[src/rtl/muldiv_pkg.sv]
// muldiv_pkg: op encoding, FSM states and sign-fix helper shared by the mul/div unit.
package muldiv_pkg;

    typedef enum logic [2:0] {
        OP_MULT  = 3'd0,
        OP_MULTU = 3'd1,
        OP_DIV   = 3'd2,
        OP_DIVU  = 3'd3,
        OP_MTHI  = 3'd4,
        OP_MTLO  = 3'd5
    } op_e;

    typedef enum logic {
        IDLE = 1'b0,
        RUN  = 1'b1
    } state_e;

    localparam int MAX_W = 128;

    // Low bits of a wide two's complement negate equal the narrow negate, so one width serves all callers.
    function automatic logic [MAX_W-1:0] cond_neg(input logic [MAX_W-1:0] x, input logic neg);
        return neg ? -x : x;
    endfunction

endpackage

[src/rtl/muldiv_step.sv]
// muldiv_step: one combinational iteration, shift-add multiply or restoring divide on a packed accumulator.
module muldiv_step #(
    parameter int WIDTH = 32
) (
    input  logic               i_div,
    input  logic [2*WIDTH-1:0] i_acc,
    input  logic [WIDTH-1:0]   i_opnd,
    output logic [2*WIDTH-1:0] o_acc
);

    logic [WIDTH:0] w_sum;
    logic [WIDTH:0] w_shift;
    logic [WIDTH:0] w_diff;
    logic           w_ge;

    // Multiply: acc = {partial, multiplier}; divide: acc = {remainder, dividend/quotient}.
    always_comb begin
        w_sum   = {1'b0, i_acc[2*WIDTH-1:WIDTH]} + (i_acc[0] ? {1'b0, i_opnd} : '0);
        w_shift = {i_acc[2*WIDTH-1:WIDTH], i_acc[WIDTH-1]};
        w_diff  = w_shift - {1'b0, i_opnd};
        w_ge    = w_shift >= {1'b0, i_opnd};
        o_acc   = i_div ? {(w_ge ? w_diff[WIDTH-1:0] : w_shift[WIDTH-1:0]), i_acc[WIDTH-2:0], w_ge}
                        : {w_sum, i_acc[WIDTH-1:1]};
    end

endmodule

[src/rtl/muldiv_unit.sv]
// muldiv_unit: iterative MULT/MULTU/DIV/DIVU with HI/LO, MTHI/MTLO, busy/done and cancel.
// Define MULDIV_FAST_MUL_EN for a one-cycle registered array multiply.
module muldiv_unit
    import muldiv_pkg::*;
#(
    parameter  int WIDTH = 32,
    localparam int CNT_W = $clog2(WIDTH) + 1
) (
    input  logic             clk,
    input  logic             reset,
    input  logic             start,
    input  logic [2:0]       op,
    input  logic [WIDTH-1:0] a,
    input  logic [WIDTH-1:0] b,
    input  logic             cancel,
    output logic             busy,
    output logic             done,
    output logic [WIDTH-1:0] hi,
    output logic [WIDTH-1:0] lo
);

    state_e             r_state;
    state_e             w_state_next;
    logic [CNT_W-1:0]   r_cnt;
    logic [CNT_W-1:0]   w_cnt_init;
    logic [2*WIDTH-1:0] r_acc;
    logic [2*WIDTH-1:0] w_step;
    logic [2*WIDTH-1:0] w_res;
    logic [WIDTH-1:0]   r_opnd;
    logic [WIDTH-1:0]   w_a_mag;
    logic [WIDTH-1:0]   w_b_mag;
    logic [WIDTH-1:0]   r_hi;
    logic [WIDTH-1:0]   r_lo;
    logic               r_div;
    logic               r_neg_q;
    logic               r_neg_r;
    logic               r_done;
    logic               w_sa;
    logic               w_sb;
    logic               w_req;
    logic               w_accept;
    logic               w_final;
`ifdef MULDIV_FAST_MUL_EN
    logic [2*WIDTH-1:0] w_prod;
`endif

    muldiv_step #(.WIDTH(WIDTH)) u_step (
        .i_div (r_div),
        .i_acc (r_acc),
        .i_opnd(r_opnd),
        .o_acc (w_step)
    );

    always_comb begin
        w_req        = (r_state == IDLE) && start && !cancel;
        w_accept     = w_req && !op[2];
        w_final      = (r_state == RUN) && !cancel && (r_cnt == '0);
        w_state_next = r_state;
        if (w_accept)
            w_state_next = RUN;
        else if (r_state == RUN && (cancel || r_cnt == '0))
            w_state_next = IDLE;
        w_sa    = !op[0] && a[WIDTH-1];
        w_sb    = !op[0] && b[WIDTH-1];
        w_a_mag = WIDTH'(cond_neg(MAX_W'(a), w_sa));
        w_b_mag = WIDTH'(cond_neg(MAX_W'(b), w_sb));
`ifdef MULDIV_FAST_MUL_EN
        w_cnt_init = op[1] ? CNT_W'(WIDTH - 1) : '0;
        w_prod     = {{WIDTH{1'b0}}, r_opnd} * {{WIDTH{1'b0}}, r_acc[WIDTH-1:0]};
        w_res      = r_div ? w_step : w_prod;
`else
        w_cnt_init = CNT_W'(WIDTH - 1);
        w_res      = w_step;
`endif
    end

    always_ff @(posedge clk) begin
        if (reset) begin
            r_state <= IDLE;
            r_cnt   <= '0;
            r_acc   <= '0;
            r_opnd  <= '0;
            r_div   <= 1'b0;
            r_neg_q <= 1'b0;
            r_neg_r <= 1'b0;
            r_done  <= 1'b0;
            r_hi    <= '0;
            r_lo    <= '0;
        end else begin
            r_state <= w_state_next;
            r_done  <= w_final;
            if (w_req && op == OP_MTHI)
                r_hi <= a;
            if (w_req && op == OP_MTLO)
                r_lo <= a;
            if (w_accept) begin
                r_acc   <= {{WIDTH{1'b0}}, w_a_mag};
                r_opnd  <= w_b_mag;
                r_div   <= op[1];
                // Divide by zero leaves quotient all ones and lets the remainder rebuild a.
                r_neg_q <= (w_sa ^ w_sb) && !(op[1] && b == '0);
                r_neg_r <= w_sa;
                r_cnt   <= w_cnt_init;
            end else if (r_state == RUN) begin
                r_acc <= w_step;
                r_cnt <= r_cnt - 1'b1;
            end
            if (w_final) begin
                if (r_div) begin
                    r_lo <= WIDTH'(cond_neg(MAX_W'(w_res[WIDTH-1:0]), r_neg_q));
                    r_hi <= WIDTH'(cond_neg(MAX_W'(w_res[2*WIDTH-1:WIDTH]), r_neg_r));
                end else begin
                    {r_hi, r_lo} <= (2*WIDTH)'(cond_neg(MAX_W'(w_res), r_neg_q));
                end
            end
        end
    end

    assign busy = (r_state == RUN);
    assign done = r_done;
    assign hi   = r_hi;
    assign lo   = r_lo;

endmodule

[config.mk]
export PLATFORM = sky130hd
export DESIGN_NAME = muldiv_unit
export DESIGN_NICKNAME = d
export VERILOG_FILES = /design/src/rtl/muldiv_pkg.sv /design/src/rtl/muldiv_step.sv /design/src/rtl/muldiv_unit.sv
export SDC_FILE = /design/constraint.sdc
export NUM_CORES = 1
export LEC_CHECK = 0
export CAP_MARGIN = 10
export CORE_MARGIN = 3
export CORE_UTILIZATION = 50
export DETAILED_ROUTE_END_ITERATION = 10
export GPL_ROUTABILITY_DRIVEN = 0
export GPL_TIMING_DRIVEN = 0
export HOLD_SLACK_MARGIN = 0.08
export PLACE_DENSITY = 0.71
export SETUP_SLACK_MARGIN = 0.4
export SYNTH_ARGS = -nofsm -noshare
export SYNTH_HDL_FRONTEND = slang
export SYNTH_SLANG_ARGS = --single-unit
export TNS_END_PERCENT = 30
[constraint.sdc]
create_clock -name clk -period 15.1 [get_ports clk]
set_input_delay 3.775 -clock clk [delete_from_list [all_inputs] [get_ports clk]]
set_output_delay 3.775 -clock clk [all_outputs]
set_load 0.01 [all_outputs]
== Word-level counts from Yosys, hierarchy flattened ==
Cells that the tools add are included.
Storage, ports and cells
  register bits: 171
  bits in latches: 0
  memory bits (writable): 0
  bits in read-only memories: 0
  input bits: 71
  output and inout port bits: 66
  logic and storage cells: 69
  memories: 0
Cells by class
  $add $sub $neg: 8
  multipliers: 0
  divide/modulo/power cells: 0
  magnitude comparators: 1
  equality and inequality tests: 2
  shift-type cells: 0
  multiplexer cells: 20
  bitwise logic cells: 2
  reductions and logical operators: 24
Operators with widths (count)
  32-bit 2-to-1 mux: 14
  64-bit 2-to-1 mux: 2
  32-bit negation: 4
  64-bit negation: 1
  32-bit by 32-bit adder with 33-bit output: 1
  33-bit by 32-bit >= comparator with 1-bit output: 1
  32-bit zero test: 1
  32-bit subtractor: 1
  1-bit logical AND: 12
  5-bit 2-to-1 mux: 2
  2-bit nonzero test: 4
  3-bit equality test (second input constant): 2
  6-bit zero test: 1
  6-bit by 1-bit subtractor with 6-bit output (second input constant): 1
  1-bit zero test: 4
  1-bit 2-to-1 mux: 2
  2-bit OR reduction: 1
  1-bit logical OR: 1
  1-bit inverter: 1
  1-bit bitwise XOR: 1

== Logic depth before layout (Yosys ltp) ==
  depth in word-level cells: 7
  depth in mapped cells: 21
  depth with buffers taken out: 20

== Cells and area by module ==
A second synthesis with hierarchy kept.
Second synthesis, totals
  cell total of the unflattened synthesis: 1960
  area, all modules: 15054.4 um^2
By module, submodules not included
  muldiv_unit: instances 1, cells each 1282, area an instance 10261.1 um^2, sequential area each 3423.3 um^2
  muldiv_step: instances 1, cells each 678, area an instance 4793.3 um^2, sequential area each 0.0 um^2

== Worst setup path before layout ==
OpenSTA, ideal clock, no wires.
  path type: input-to-reg
  start point: input b[15]
  end point: register r_neg_q
  library setup time: 128 ps
  data arrival time: 5918 ps
  data required time: 14972 ps
  setup slack: 9054 ps
  stages: 9
  buffers on the path: 0
  cells stage by stage: or4_1 > or3_1 > nor4_1 > nor3b_1 > a311oi_1 > a21oi_1 > nor3_1 > a21oi_1 > nor2_1
Between the ends
  cells in the longest elaborated chain, start to end: 4
RTL lines
  start: declaration: line muldiv_unit.sv:14  | input logic [WIDTH-1:0] b,
  32-bit zero test: line muldiv_unit.sv:101  | r_neg_q <= (w_sa ^ w_sb) && !(op[1] && b == '0);
  1-bit logical AND: line muldiv_unit.sv:101
  1-bit zero test: line muldiv_unit.sv:101
  1-bit logical AND: line muldiv_unit.sv:101
  end signal: assignment: line muldiv_unit.sv:101
  end: declaration: line muldiv_unit.sv:35  | logic r_neg_q;
No other way between the ends.
A chain may end at the register's enable or synchronous reset.

== Worst setup path in the final report ==
  start point: register r_div
  end point: register r_hi[14] (netlist: hi[14])
Between the ends
  cells in the longest elaborated chain, start to end: 5
  elaborated cells between the ends (all ways): 7
  those cells by class: add/sub: 2; mux: 5
RTL lines
  start: declaration: line muldiv_unit.sv:34  | logic r_div;
  start signal: assignment: line muldiv_unit.sv:99  | r_div <= op[1];
  64-bit 2-to-1 mux: line muldiv_step.sv:22  | o_acc = i_div ? {(w_ge ? w_diff[WIDTH-1:0] : w_shift[WIDTH-1:0]), i_acc[WIDTH-2:0], w_ge}
  64-bit negation or 32-bit negation (tied branches): line muldiv_pkg.sv:22  | return neg ? -x : x;
  64-bit 2-to-1 mux or 32-bit 2-to-1 mux (tied branches): line muldiv_pkg.sv:22
  32-bit 2-to-1 mux (*): line muldiv_unit.sv:109  | if (r_div) begin
  32-bit 2-to-1 mux (*): line muldiv_unit.sv:108  | if (w_final) begin
  end signal: assignment: line muldiv_unit.sv:111  | r_hi <= WIDTH'(cond_neg(MAX_W'(w_res[2*WIDTH-1:WIDTH]), r_neg_r));
  end signal: assignment: line muldiv_unit.sv:113  | {r_hi, r_lo} <= (2*WIDTH)'(cond_neg(MAX_W'(w_res), r_neg_q));
  end: declaration: line muldiv_unit.sv:32  | logic [WIDTH-1:0] r_hi;
Mark *: on every way between the ends. The rest lies on a longest branch, timed or not.

==> reports/metrics.yaml <==
cts_setup_buffers: 0
initial_core_util_pct: 51.6
slowest_delay_ns: 0.73
ir_drop_v: 0.0000933
routed_wl_um: 60400
dr.pass1.iters: 7
ctsHoldBuffers: 0
met1_usage_pct: 49.1
cp_common_cell: "buf_1"
cts_tree: "done"
holdPathEnd: "r_opnd[0]"
dpl.hpwl_um: 47100
rrSetupSlack_ns: 6.41
power.total_mw: 1.38
critPathKind: "reg2reg"
design_area_um2: 17600
maxCapViolCount: 0
crit_family: "buffers and inverters"
required_ns: 15.46
r2r-end: "hi[14]"
grt_use_total_pct: 35.8
worstSetupEndpointType: "register"
drt-initial-drc-count: 2459
clk_path_buf_depth: 2
htree_levels: 4
timing.hold.worst.class: "reg2reg"
clk_pin_slew_ns: 0.08
hold-path-cell-count: 2
wl_per_cell_um: 23.3
ys_ff_latch: 171
grtUsageMet3_pct: 9.62
core_um2: 29200
cp-start-kind: "register"
crit_slowest_cell: "buf_1"
synth_flop_cell: "dfxtp_1"
crit_chain: "clkbuf_1 > buf_1 > buf_1 > clkbuf_1 > buf_1 > clkbuf_1 > buf_1 > o21ai_0 > inv_1 > ha_1 > nand3_1 > or2_2 > or3_1 > nor3_1 > nor2_1 > a21oi_1 > a2bb2oi_1 > xnor2_1 > nor2_1 > a211oi_1"
nets: 2342
worst_slack_ns: 6.41
cts_resized: 0
async_flop_share_pct: 0
min-delay-start: "r_opnd[0]"
setup_viol: 0
r2r_start: "r_div"
layout_commonest_cell: "nor2_1"
clk_latency_ns: 0.46
fin_skew_ns: 0.0256
root_buffer: "clkbuf_16"
finalCritPeriodShare_pct: 57.6
cts_buffers: 17
syn-instance-count: 2046
use_met2_pct: 52.7
leakage_nw: 6.56
port_buffers: 134
grt_max_degree: 20
fmax_mhz: 115
powerDensity_nw_per_um2: 78.5
place_ws_ns: 7.05
grt_overflow_total: 0
drv_slew: 0
die_h_um: 180
ios: 137
final_cell_mix: "261 x nor2_1, 177 x a21oi_1, 171 x dfxtp_1, 165 x nand2_1, 134 x clkdlybuf4s50_1"
final.fill_count: 2742
worst_slew_pin_slew_ns: 1.15
grt_pass1_vias: 16280
whs_ns: 0.493
ant_nets: 0
finalNonFillerCells: 2598
antenna_found_initial: 4
post-route-min-period_ns: 8.69
tns_ns: 0
rr_worst_depth: 20
synth_nets: 2189
grt_first_pass_wirelength_um: 92600
synth-edff-count: 0
cp_max_fo: 10
syn_area_per_cell_um2: 7.38
relSlewSlack_pct: 23.4
cp.buffers_inverters: 8
vias_per_cell: 6.64
syn_area_um2: 15100
drc: 0
vias: 17251
hold_violations: 0
yosysUniqueCellTypes: 84
fin_util_pct: 60.0
status: "completed"
place_area_um2: 16900
synth-seq-area-share_pct: 22.7
cts_sinks: 171
fp.dieW_um: 180
drive_gt1_share_pct: 3.66
rows: 62
syn_to_final_growth_pct: 16.3
dp_cells: 2564
yosys_warnings: 0
cp.arrival_ns: 9.05
rsz0062_at_grt: "false"
grt_busiest_layer: "met2"
dieArea_um2: 32300
[power breakdown]
part | switching [mW] | internal (mW) | leakage (nW) | total, mW
clock | 0.230 | 0.241 | 0.304 | 0.471
combinational | 0.267 | 0.150 | 4.87 | 0.417
sequential | 0.0225 | 0.468 | 1.39 | 0.490
total | 0.520 | 0.859 | 6.56 | 1.38
[flip-flops by register name (all words and copies together), names as in the netlist]
| signal | flops |
|---|---|
| r_neg_r | 1 |
| lo | 32 |
| r_div | 1 |
| r_opnd | 32 |
| r_neg_q | 1 |
| busy | 1 |
| r_cnt | 6 |
| hi | 32 |
| done | 1 |
| r_acc | 64 |
[tightest hold or removal path, delay by kind of cell, from the launching register on]
kind,cells,cell delay [ns]
AND/OR/NAND/NOR,1,0.06
flip-flops,1,0.33
AO/OA/AOI/OAI,1,0.06
[cells by family (layout without fill, tap and decap cells)]
family / Yosys count / after routing / share of synthesized area [%]
DFF: 171 / 171 / 22.7
AOI/OAI and AO/OA: 614 / 614 / 26.6
adders and majority gates: 72 / 72 / 6.07
and+or+nand+nor: 706 / 706 / 22.0
muxes: 126 / 126 / 8.44
buffers and inverters: 201 / 367 / 5.12
xor gates and xnor gates: 156 / 156 / 9.05
other: 0 / 2 / 0
[routing by layer]
metal | routed length, µm | up-vias
met5 | 0 | -
met4 | 3090 | 0
met3 | 8240 | 257
met2 | 24600 | 1222
met1 | 24500 | 8010
li1 | - | 7762
[Yosys cell counts (25+ instances only)]
cell / n / area, µm²
nor2_1: 261 / 980
a21oi_1: 177 / 886
dfxtp_1: 171 / 3420
nand2_1: 165 / 619
mux2i_1: 116 / 1160
a211oi_1: 112 / 841
clkbuf_1: 107 / 402
o21ai_0: 94 / 470
xor2_1: 87 / 762
ha_1: 70 / 876
xnor2_1: 69 / 604
inv_1: 66 / 248
nor3_1: 55 / 275
and2_1: 42 / 263
nand3_1: 32 / 160
o22ai_1: 27 / 169
nor4_1: 25 / 156
[worst max-delay path by stage]
stage | startpoint | end | slack (ns) | cells after the start
2_1_floorplan | b[15] | r_neg_q | 9.05 | 9
3_3_place_gp | r_div | hi[18] | 7.10 | 20
3_5_place_dp | r_div | hi[18] | 7.05 | 20
4_1_cts | r_div | hi[18] | 7.04 | 20
5_1_grt | r_div | hi[18] | 6.56 | 20
6_report | r_div | hi[14] | 6.41 | 20
[area by class of cell]
cell class / instances / area [µm²] / share of cell area [%]
Clock inverter: 15 / 204 / 1.16
Antenna cell: 2 / 5.00 / 0.0285
Inverter: 66 / 248 / 1.41
Tap cell: 384 / 480 / 2.74
Timing Repair Buffer: 134 / 1340 / 7.64
Buffer: 135 / 526 / 2.99
Multi-Input combinational cell: 1674 / 10900 / 62.1
Clock buffer: 17 / 425 / 2.42
Sequential cell: 171 / 3420 / 19.5
(Power assumes the default switching activity.)
